## src/rtl/mux_2_1.sv

```systemverilog
// mux_2_1: two-slave AXI-Stream mux feeding a registered 2-entry skid buffer.
// Define MUX_PKT_LOCK_EN to hold the selected source until a packet's last beat is accepted.
module mux_2_1 #(
  parameter int unsigned DATA_WIDTH = 8
) (
  input  logic                  clk,
  input  logic                  reset,
  input  logic                  sel,
  input  logic [DATA_WIDTH-1:0] s_data_1,
  input  logic                  s_valid_1,
  output logic                  s_ready_1,
  input  logic                  s_last_1,
  input  logic [DATA_WIDTH-1:0] s_data_2,
  input  logic                  s_valid_2,
  output logic                  s_ready_2,
  input  logic                  s_last_2,
  output logic [DATA_WIDTH-1:0] m_data,
  output logic                  m_valid,
  input  logic                  m_ready,
  output logic                  m_last
);

  typedef struct packed {
    logic                  last;
    logic [DATA_WIDTH-1:0] data;
  } beat_t;

  beat_t main_q, main_d;
  beat_t skid_q, skid_d;
  beat_t in_beat_c;
  logic  main_vld_q, main_vld_d;
  logic  skid_vld_q, skid_vld_d;
  logic  rdy1_q, rdy1_d;
  logic  rdy2_q, rdy2_d;
  logic  act_q, act_d;
  logic  in_fire_c;
  logic  out_fire_c;
`ifdef MUX_PKT_LOCK_EN
  logic  lock_q, lock_d;
`endif

  // A ready flop is only ever set for the active slave, so act_q alone steers the data.
  assign in_fire_c      = (s_valid_1 & rdy1_q) | (s_valid_2 & rdy2_q);
  assign out_fire_c     = main_vld_q & m_ready;
  assign in_beat_c.last = act_q ? s_last_2 : s_last_1;
  assign in_beat_c.data = act_q ? s_data_2 : s_data_1;

  always_comb begin
    main_d     = main_q;
    main_vld_d = main_vld_q;
    skid_d     = skid_q;
    skid_vld_d = skid_vld_q;
    act_d      = act_q;
`ifdef MUX_PKT_LOCK_EN
    lock_d     = lock_q;
`endif

    if (skid_vld_q) begin
      // Ready is low while the skid holds a beat, so only the drain side can move.
      if (out_fire_c) begin
        main_d     = skid_q;
        skid_vld_d = 1'b0;
      end
    end else if (in_fire_c) begin
      if (!main_vld_q || out_fire_c) begin
        main_d     = in_beat_c;
        main_vld_d = 1'b1;
      end else begin
        skid_d     = in_beat_c;
        skid_vld_d = 1'b1;
      end
    end else if (out_fire_c) begin
      main_vld_d = 1'b0;
    end

`ifdef MUX_PKT_LOCK_EN
    if (in_fire_c) begin
      lock_d = ~in_beat_c.last;
    end
    act_d = lock_d ? act_q : sel;
`else
    act_d = sel;
`endif

    rdy1_d = ~skid_vld_d & ~act_d;
    rdy2_d = ~skid_vld_d &  act_d;
  end

  always_ff @(posedge clk or negedge reset) begin
    if (!reset) begin
      main_q     <= '0;
      main_vld_q <= 1'b0;
      skid_q     <= '0;
      skid_vld_q <= 1'b0;
      rdy1_q     <= 1'b0;
      rdy2_q     <= 1'b0;
      act_q      <= 1'b0;
`ifdef MUX_PKT_LOCK_EN
      lock_q     <= 1'b0;
`endif
    end else begin
      main_q     <= main_d;
      main_vld_q <= main_vld_d;
      skid_q     <= skid_d;
      skid_vld_q <= skid_vld_d;
      rdy1_q     <= rdy1_d;
      rdy2_q     <= rdy2_d;
      act_q      <= act_d;
`ifdef MUX_PKT_LOCK_EN
      lock_q     <= lock_d;
`endif
    end
  end

  assign m_data    = main_q.data;
  assign m_last    = main_q.last;
  assign m_valid   = main_vld_q;
  assign s_ready_1 = rdy1_q;
  assign s_ready_2 = rdy2_q;

endmodule

```

## config.mk

```make
export PLATFORM = sky130hd
export DESIGN_NAME = mux_2_1
export DESIGN_NICKNAME = d
export VERILOG_FILES = /design/src/rtl/mux_2_1.sv
export SDC_FILE = /design/constraint.sdc
export NUM_CORES = 1
export LEC_CHECK = 0
export CORE_ASPECT_RATIO = 1.5
export CORE_MARGIN = 2
export CORE_UTILIZATION = 40
export DETAILED_ROUTE_END_ITERATION = 12
export GPL_TIMING_DRIVEN = 0
export PLACE_DENSITY = 0.68
export SYNTH_ARGS = -nofsm -noshare
export SYNTH_HDL_FRONTEND = slang
export SYNTH_SLANG_ARGS = --single-unit
export TNS_END_PERCENT = 1
```

## constraint.sdc

```tcl
create_clock -name clk -period 2.1 [get_ports clk]
set_input_delay 0.42 -clock clk [delete_from_list [all_inputs] [get_ports clk]]
set_output_delay 0.42 -clock clk [all_outputs]
set_load 0.005 [all_outputs]
```

-- Word level (Yosys, flattened, before mapping)
Cells that the tools add are included.
- add/subtract/negate cells: 0
- $mul: 0
- div/mod/pow operators: 0
- $lt $le $gt $ge: 0
- eq/ne operators: 2
- shifts and indexed selects: 0
- mux-type cells: 13
- bitwise logic cells: 10
- reduce and logical (&&, ||, !) cells: 8
- operators by type and width (kind ; number):
    9-bit two-way mux ; 4
    3-bit AND reduction ; 3
    1-bit two-way mux ; 8
    8-bit two-way mux ; 1
    2-bit nonzero test ; 3
    1-bit bitwise AND ; 5
    2-bit by 1-bit inequality test with 1-bit output (second input constant) ; 2
    1-bit NOT ; 4
    1-bit zero test ; 1
    1-bit logical OR ; 1
    1-bit OR ; 1
- register bits after elaboration: 23
- bits in latches: 0
- memory bits (writable): 0
- bits in read-only memories: 0
- input bits: 24
- output and inout port bits: 12
- logic and storage cells: 42
- memories kept: 0

-- Longest topological paths before layout
- depth after elaboration: 7
- mapped depth: 4
- mapped depth without buffers: 3

-- Worst setup path after synthesis
No wires, ideal clock.
- path kind: reg-to-reg
- from: reg skid_vld_q
- to: reg main_q, in the netlist m_data[4]
- setup time: 0.125 ns
- arrival time: 1.358 ns
- data required time: 1.975 ns
- slack: 0.617 ns
- cell stages (with the launch flop): 5
- buffers on the path: 1
- period minus slack after synthesis: 1.483 ns
- path through: dfrtp_1 -> buf_6 -> or2_4 -> a21oi_4 -> mux2_2
- longest elaborated chain between the ends: 2
- elaborated cells between the ends (all ways): 5
- those cells by class: 1 x eq/ne; 1 x mux; 3 x reduce/logical
- ends and longest elaborated chain (item ; line ; source):
    from (decl) ; 32 ; logic skid_vld_q, skid_vld_d;
    from (signal assigned) ; 105 ; skid_vld_q <= skid_vld_d;
    2-bit by 1-bit inequality test with 1-bit output (no source line) / 2-bit nonzero test (equally long branches) ; n/a ;
    3-bit AND reduction (no source line) ; n/a ;
    to (signal assigned) ; 102 ; main_q <= main_d;
    to (decl) ; 28 ; beat_t main_q, main_d;
Several ways; a longest one is shown, not always the timed one.
A chain may end at the register's enable or synchronous reset.

-- Final worst setup path
- from: in m_ready
- to: reg main_q, in the netlist m_data[5]
- longest elaborated chain between the ends: 4
- elaborated cells between the ends (all ways): 5
- those cells by class: 1 x eq/ne; 1 x bitwise; 3 x reduce/logical
- ends and longest elaborated chain (item ; line ; source):
    from (decl) ; 19 ; input logic m_ready,
    1-bit bitwise AND * ; 44 ; assign out_fire_c = main_vld_q & m_ready;
    1-bit logical OR ; 65 ; if (!main_vld_q || out_fire_c) begin
    2-bit nonzero test (no source line) ; n/a ;
    3-bit AND reduction (no source line) * ; n/a ;
Every way passes the cells marked *; elsewhere a longest branch is shown, timed or not.

==> results.cfg <==
[status]
outcome = finished clean

[power]
p_seq_share_pct = 40.7
p_sw_share_pct = 31.1
ir_drop_mv = 0.673
clock_power_share_pct = 14.6
p_sw_mw = 0.588
p_leak_nw = 0.701
p_int_mw = 1.30
power_density_nw_per_um2 = 1230
comb_power_share_pct = 44.6

[yosys]
synth_area_leaders = dfrtp_1 52%, mux2i_1 16%, mux2_2 13%
seq_area_frac_synth_pct = 52.5
synth_top_area_cell = dfrtp_1
yosysWarnings = 0
ys_ff_latch = 23
synth_top_area_share_pct = 52.5
avgSynthCellArea_um2 = 12.5
ys_types = 18
synthCells = 88
synth_nets = 112
synth.cell_area_um2 = 1100

[floorplanning]
dieArea_um2 = 3190
core_um2 = 2650
initial_core_util_pct = 41.4
io_pins = 36
std_cell_rows = 23
die_height_um = 68.1
dieWidth_um = 46.8

[worst_setup_path]
startpoint = m_ready
timing.rr.start = skid_vld_q
cp-start-kind = input port
cp_max_fo = 9
end_kind = flip-flop
path_class = input port to flip-flop
critPathArrivalTime_ns = 1.79
cp.required_ns = 2.25

[route]
drtIter0Drc = 7
ant_nets = 0
totalWireLength_um = 2300
drt_pass1_iterations = 2
wl_per_cell_um = 14.0
drc = 0
avgViaCountPerCell = 4.84
num_vias = 794

[place]
gp_congestion = 0.733
placed_cell_area_um2 = 1490
place_hpwl_um = 1730
numPortBuffers = 35

[clock_tree]
clk_path_buf_depth = 2
post_cts_resized = 0
cts.htree.levels = 1
cts_inserted_buffers = 3
clk_pin_slew_ns = 0.08
clock_sinks = 23
cts_tree = built
holdBufCountCts = 0
post_cts_buffers = 0
cts_root_buf = clkbuf_8
insertion_delay_ns = 0.27

[sta]
period_share_pct = 77.9
grt_setup_unrepaired = no
hold_viol = 0
finalSetupViolCount = 0
fmax_mhz = 611
slew_viol_final = 0
tns_ns = 0
fin_crit_ns = 1.64
slew_headroom_pct = 30.5
finClkSkew_ns = 0.00501
tightest_slew_ns = 1.04

[grt]
grt_max_degree = 24
grtUsageTotal_pct = 17.3
overflow = 0
grt_pass1_vias = 872
antenna_found_initial = 0
grt_pass1_wl_um = 3880

[cells_and_area]
final_cell_area_um2 = 1540
antenna_cells = 0
fin_nets = 152
synthToLayoutAreaGrowth_pct = 40.3
mostFrequentLayoutCell = clkdlybuf4s50_1
final_cell_mix = 35 x clkdlybuf4s50_1, 23 x dfrtp_1, 18 x mux2i_1
layout-drive-gt1-share_pct = 17.3

[worst_hold_path]
hold_path_class = flip-flop to flip-flop
hp-start = skid_q[3]

[flow_run]
cap_violations = 0
metrics by stage:
step	cells	setup slack (ns)	util (%)	hold slack [ns]	power [mW]
final	164	0.464	58.1	0.513	1.89
after global routing	164	0.390	58.1	0.530	2.03
after CTS	164	0.450	58.1	0.516	1.92
after detailed placement	160	0.169	56.4	0.498	1.64
after global placement	160	0.181	56.4	0.487	1.60
after floorplan	88	0.617	-	0.124	1.24
critical path, cell delays in order:
cell,delay (ns)
clkdlybuf4s50_1,0.49
nand2_1,0.11
a21oi_4,0.38
mux2_2,0.38
logic make-up (layout without fill, tap and decap cells):
family / Yosys count / after routing / synth area share, %
simple gates: 13 / 13 / 6.16
flops: 23 / 23 / 52.5
mux: 31 / 31 / 29.8
buf+inv: 12 / 51 / 4.90
compound gates: 9 / 9 / 6.73
power by group through the flow:
stage          Combinational [mW]  Sequential, mW  Clock, mW
2_1_floorplan               0.475           0.770          0
3_3_place_gp                0.830           0.767          0
3_5_place_dp                0.860           0.779          0
4_1_cts                     0.864           0.770      0.282
5_1_grt                     0.936           0.794      0.297
6_report                    0.842           0.768      0.276
final timing paths:
path                       depth (start not counted)        end  slack [ns]
setup / recovery                                   4  m_data[5]        0.46
hold / removal                                     1  skid_q[3]        0.51
setup reg to reg                                   4  m_data[5]        0.47
max in group asynchronous                          1  skid_q[8]        0.76
min in group asynchronous                          1  m_data[2]        0.72
hold reg to reg                                    1  skid_q[3]        0.51
sequential cells by signal, summed over array words and instances (netlist names):
name,count
skid_vld_q,1
act_q,1
m_data,8
s_ready_2,1
s_ready_1,1
m_valid,1
m_last,1
skid_q,9
synthesized netlist by cell type (all sizes together):
library cell	n
inv	9
nor2	3
clkbuf	1
or2	1
and3b	1
mux2	13
dfrtp	23
mux2i	18
a21oi	1
nand3	1
buf	2
nor2b	1
o21ai	5
nand2	6
a22o	1
a2bb2oi	1
a221oi	1
cell type report:
class	count	area, µm²
timing repair buffer	35	350
tap	37	46.3
sequential	23	576
fill	254	1110
inverter	9	33.8
buffer	3	20.0
clock buffer	4	45.0
multi-input combinational	53	468
per-layer routing:
metal	vias to the layer above	track usage (%)	routed length (µm)
li1	379	-	-
met1	393	18.6	869
met2	17	31.5	1320
met3	5	2.37	59
met4	0	8.33	48
met5	-	0	0
Note: power is estimated with default switching activity, not from simulation.
==> RTL change, RTL diff (same flow settings) <==
`DATA_WIDTH`: 8 -> 10.
--- a/src/rtl/mux_2_1.sv
+++ b/src/rtl/mux_2_1.sv
@@ -1,7 +1,7 @@
 // mux_2_1: two-slave AXI-Stream mux feeding a registered 2-entry skid buffer.
 // Define MUX_PKT_LOCK_EN to hold the selected source until a packet's last beat is accepted.
 module mux_2_1 #(
-  parameter int unsigned DATA_WIDTH = 8
+  parameter int unsigned DATA_WIDTH = 10
 ) (
   input  logic                  clk,
   input  logic                  reset,
Ports: changed (resized m_data, s_data_1 and s_data_2); port bits go from 36 to 42. No check against the original RTL was run, so the function may have changed too.
==> RTL change against the unedited design <==
- design area grew 20%
- routed wire length grew 15%
- combinational power grew 22%
- die area grew 20%
- sequential cell count grew 4
- count of clock-buffer cells in the layout is the same
- setup slack lost 50 ps
- synthesized area grew 22%
- sequential share of layout area shrank 0.66 points
- power grew 19%
- worst hold slack lost 1.8 ps
- highest routed layer unchanged
- first-iteration DRC count shrank 86%
==> RTL change: results (changes against the unedited design) <==
{| class="wikitable"
! Metric !! Value
|-
| Via total after detailed routing || 903 (was 794)
|-
| Largest net degree at the start of global routing || 28 (was 24)
|-
| Commonest cells in the synthesized netlist || 27 x sky130_fd_sc_hd__dfrtp_1, 22 x sky130_fd_sc_hd__mux2i_1, 19 x sky130_fd_sc_hd__mux2_2 (was 23 x sky130_fd_sc_hd__dfrtp_1, 18 x sky130_fd_sc_hd__mux2i_1, 13 x sky130_fd_sc_hd__mux2_2)
|-
| Share of final-layout standard cells stronger than drive strength 1 || 0.226 (was 0.173)
|-
| Syn Inst Count || 101 (was 88)
|-
| Post-synthesis area per instance || 13.2 um2 (was 12.5 um2)
|-
| Fin Clk Skew || 2.72 ps (was 5.01 ps)
|-
| Synth Net Count || 129 (was 112)
|-
| Max transition margin || 0.192 (was 0.305)
|-
| Post-detail-place hpwl || 1930 um (was 1730 um)
|-
| Switching Fraction || 0.304 (was 0.311)
|-
| Detailed-route vias per instance || 4.85 (was 4.84)
|-
| Wire length of the first global-routing pass || 4440 um (was 3880 um)
|-
| Cells taking the most area after synthesis || sky130_fd_sc_hd__dfrtp_1 51%, sky130_fd_sc_hd__mux2i_1 17%, sky130_fd_sc_hd__mux2_2 16% (was sky130_fd_sc_hd__dfrtp_1 52%, sky130_fd_sc_hd__mux2i_1 16%, sky130_fd_sc_hd__mux2_2 13%)
|-
| Placer's final routability congestion estimate || 0.675 (was 0.733)
|-
| Outcome || finished, final reports clean (unchanged)
|-
| Vias in the first global route || 958 (was 872)
|-
| Clock latency on the worst-skew pair || 270 ps (about the same)
|-
| Largest fanout on the critical path || 10 (was 9)
|-
| Worst hold slack after final layout || 511 ps (was 513 ps)
|-
| Largest stage delay on the critical path || 470 ps (was 490 ps)
|-
| Area of placed instances || 1790 um2 (was 1490 um2)
|-
| Violation count after the first detailed-route iteration || 1 (was 7)
|-
| Length of the first detailed-routing pass in iterations || 3 (was 2)
|-
| Flip-flop count of the largest register, all copies and words added || 11 (was 9)
|-
| Final layout net count || 175 (was 152)
|-
| Number of levels in the clock H-tree || 1 (unchanged)
|-
| Quantity of I/O buffers inserted on ports || 41 (was 35)
|-
| Number of distinct library cells after synthesis || 20 (was 18)
|-
| Filler Cell Count || 287 (was 254)
|-
| Maximum clock frequency || 593 MHz (was 611 MHz)
|-
| Worst r2r path cells || 5 (was 4)
|-
| Register bit total from synthesis || 27 (was 23)
|-
| Slack of the worst reg-to-reg path || 580 ps (was 470 ps)
|-
| CTS Buffer Depth || 2 (unchanged)
|}
## RTL change: cell count changes after synthesis, sizes merged
cell and change:
inv +2, mux2 +7, o21ai -3, dfrtp +4, mux2i +4, clkbuf -1
buf +3, nand2 -3
## RTL change: cells by family after synthesis
logic type             share of synthesized area
AO/OA/AOI/OAI                             0.0535
AND/OR/NAND/NOR                           0.0394
flip-flops                                 0.507
multiplexers                               0.337
buffers and inverters                     0.0638
## RTL change: final timing paths
check,to,start
max in group asynchronous,skid_q[2],reset
worst max-delay path,skid_q[7],s_valid_1
worst max register to register,m_data[5],skid_vld_q
min in group asynchronous,act_q,reset
worst min-delay path,m_last,m_last
worst min register to register,m_last,m_last
## RTL change: power by group through the flow
| stage | clock [mW] | combinational, mW | sequential [mW] |
|---|---|---|---|
| floorplan | 0 | 0.620 | 0.909 |
| global placement | 0 | 1.03 | 0.909 |
| detailed placement | 0 | 1.05 | 0.923 |
| CTS | 0.304 | 1.06 | 0.915 |
| global route | 0.327 | 1.13 | 0.947 |
| finish | 0.296 | 1.03 | 0.912 |
## RTL change: area by class of cell
| class | count | area (um2) | area share |
|---|---|---|---|
| plain buffers | 5 | 43.8 | 0.0238 |
| inverters | 11 | 41.3 | 0.0224 |
| repair buffers | 41 | 410 | 0.223 |
| flip-flops and latches | 27 | 676 | 0.367 |
| multi-input cells | 58 | 573 | 0.312 |
| clock buffers | 4 | 45.0 | 0.0245 |
| well taps | 40 | 50.0 | 0.0272 |
## RTL change: metal layers
metal / routed length [um] / vias to the layer above / global-route usage
li1: - / 436 / -
met5: 0 / - / 0
met3: 142 / 2 / 0.0198
met2: 1380 / 29 / 0.283
met4: 29 / 0 / 0.0721
met1: 1100 / 436 / 0.182
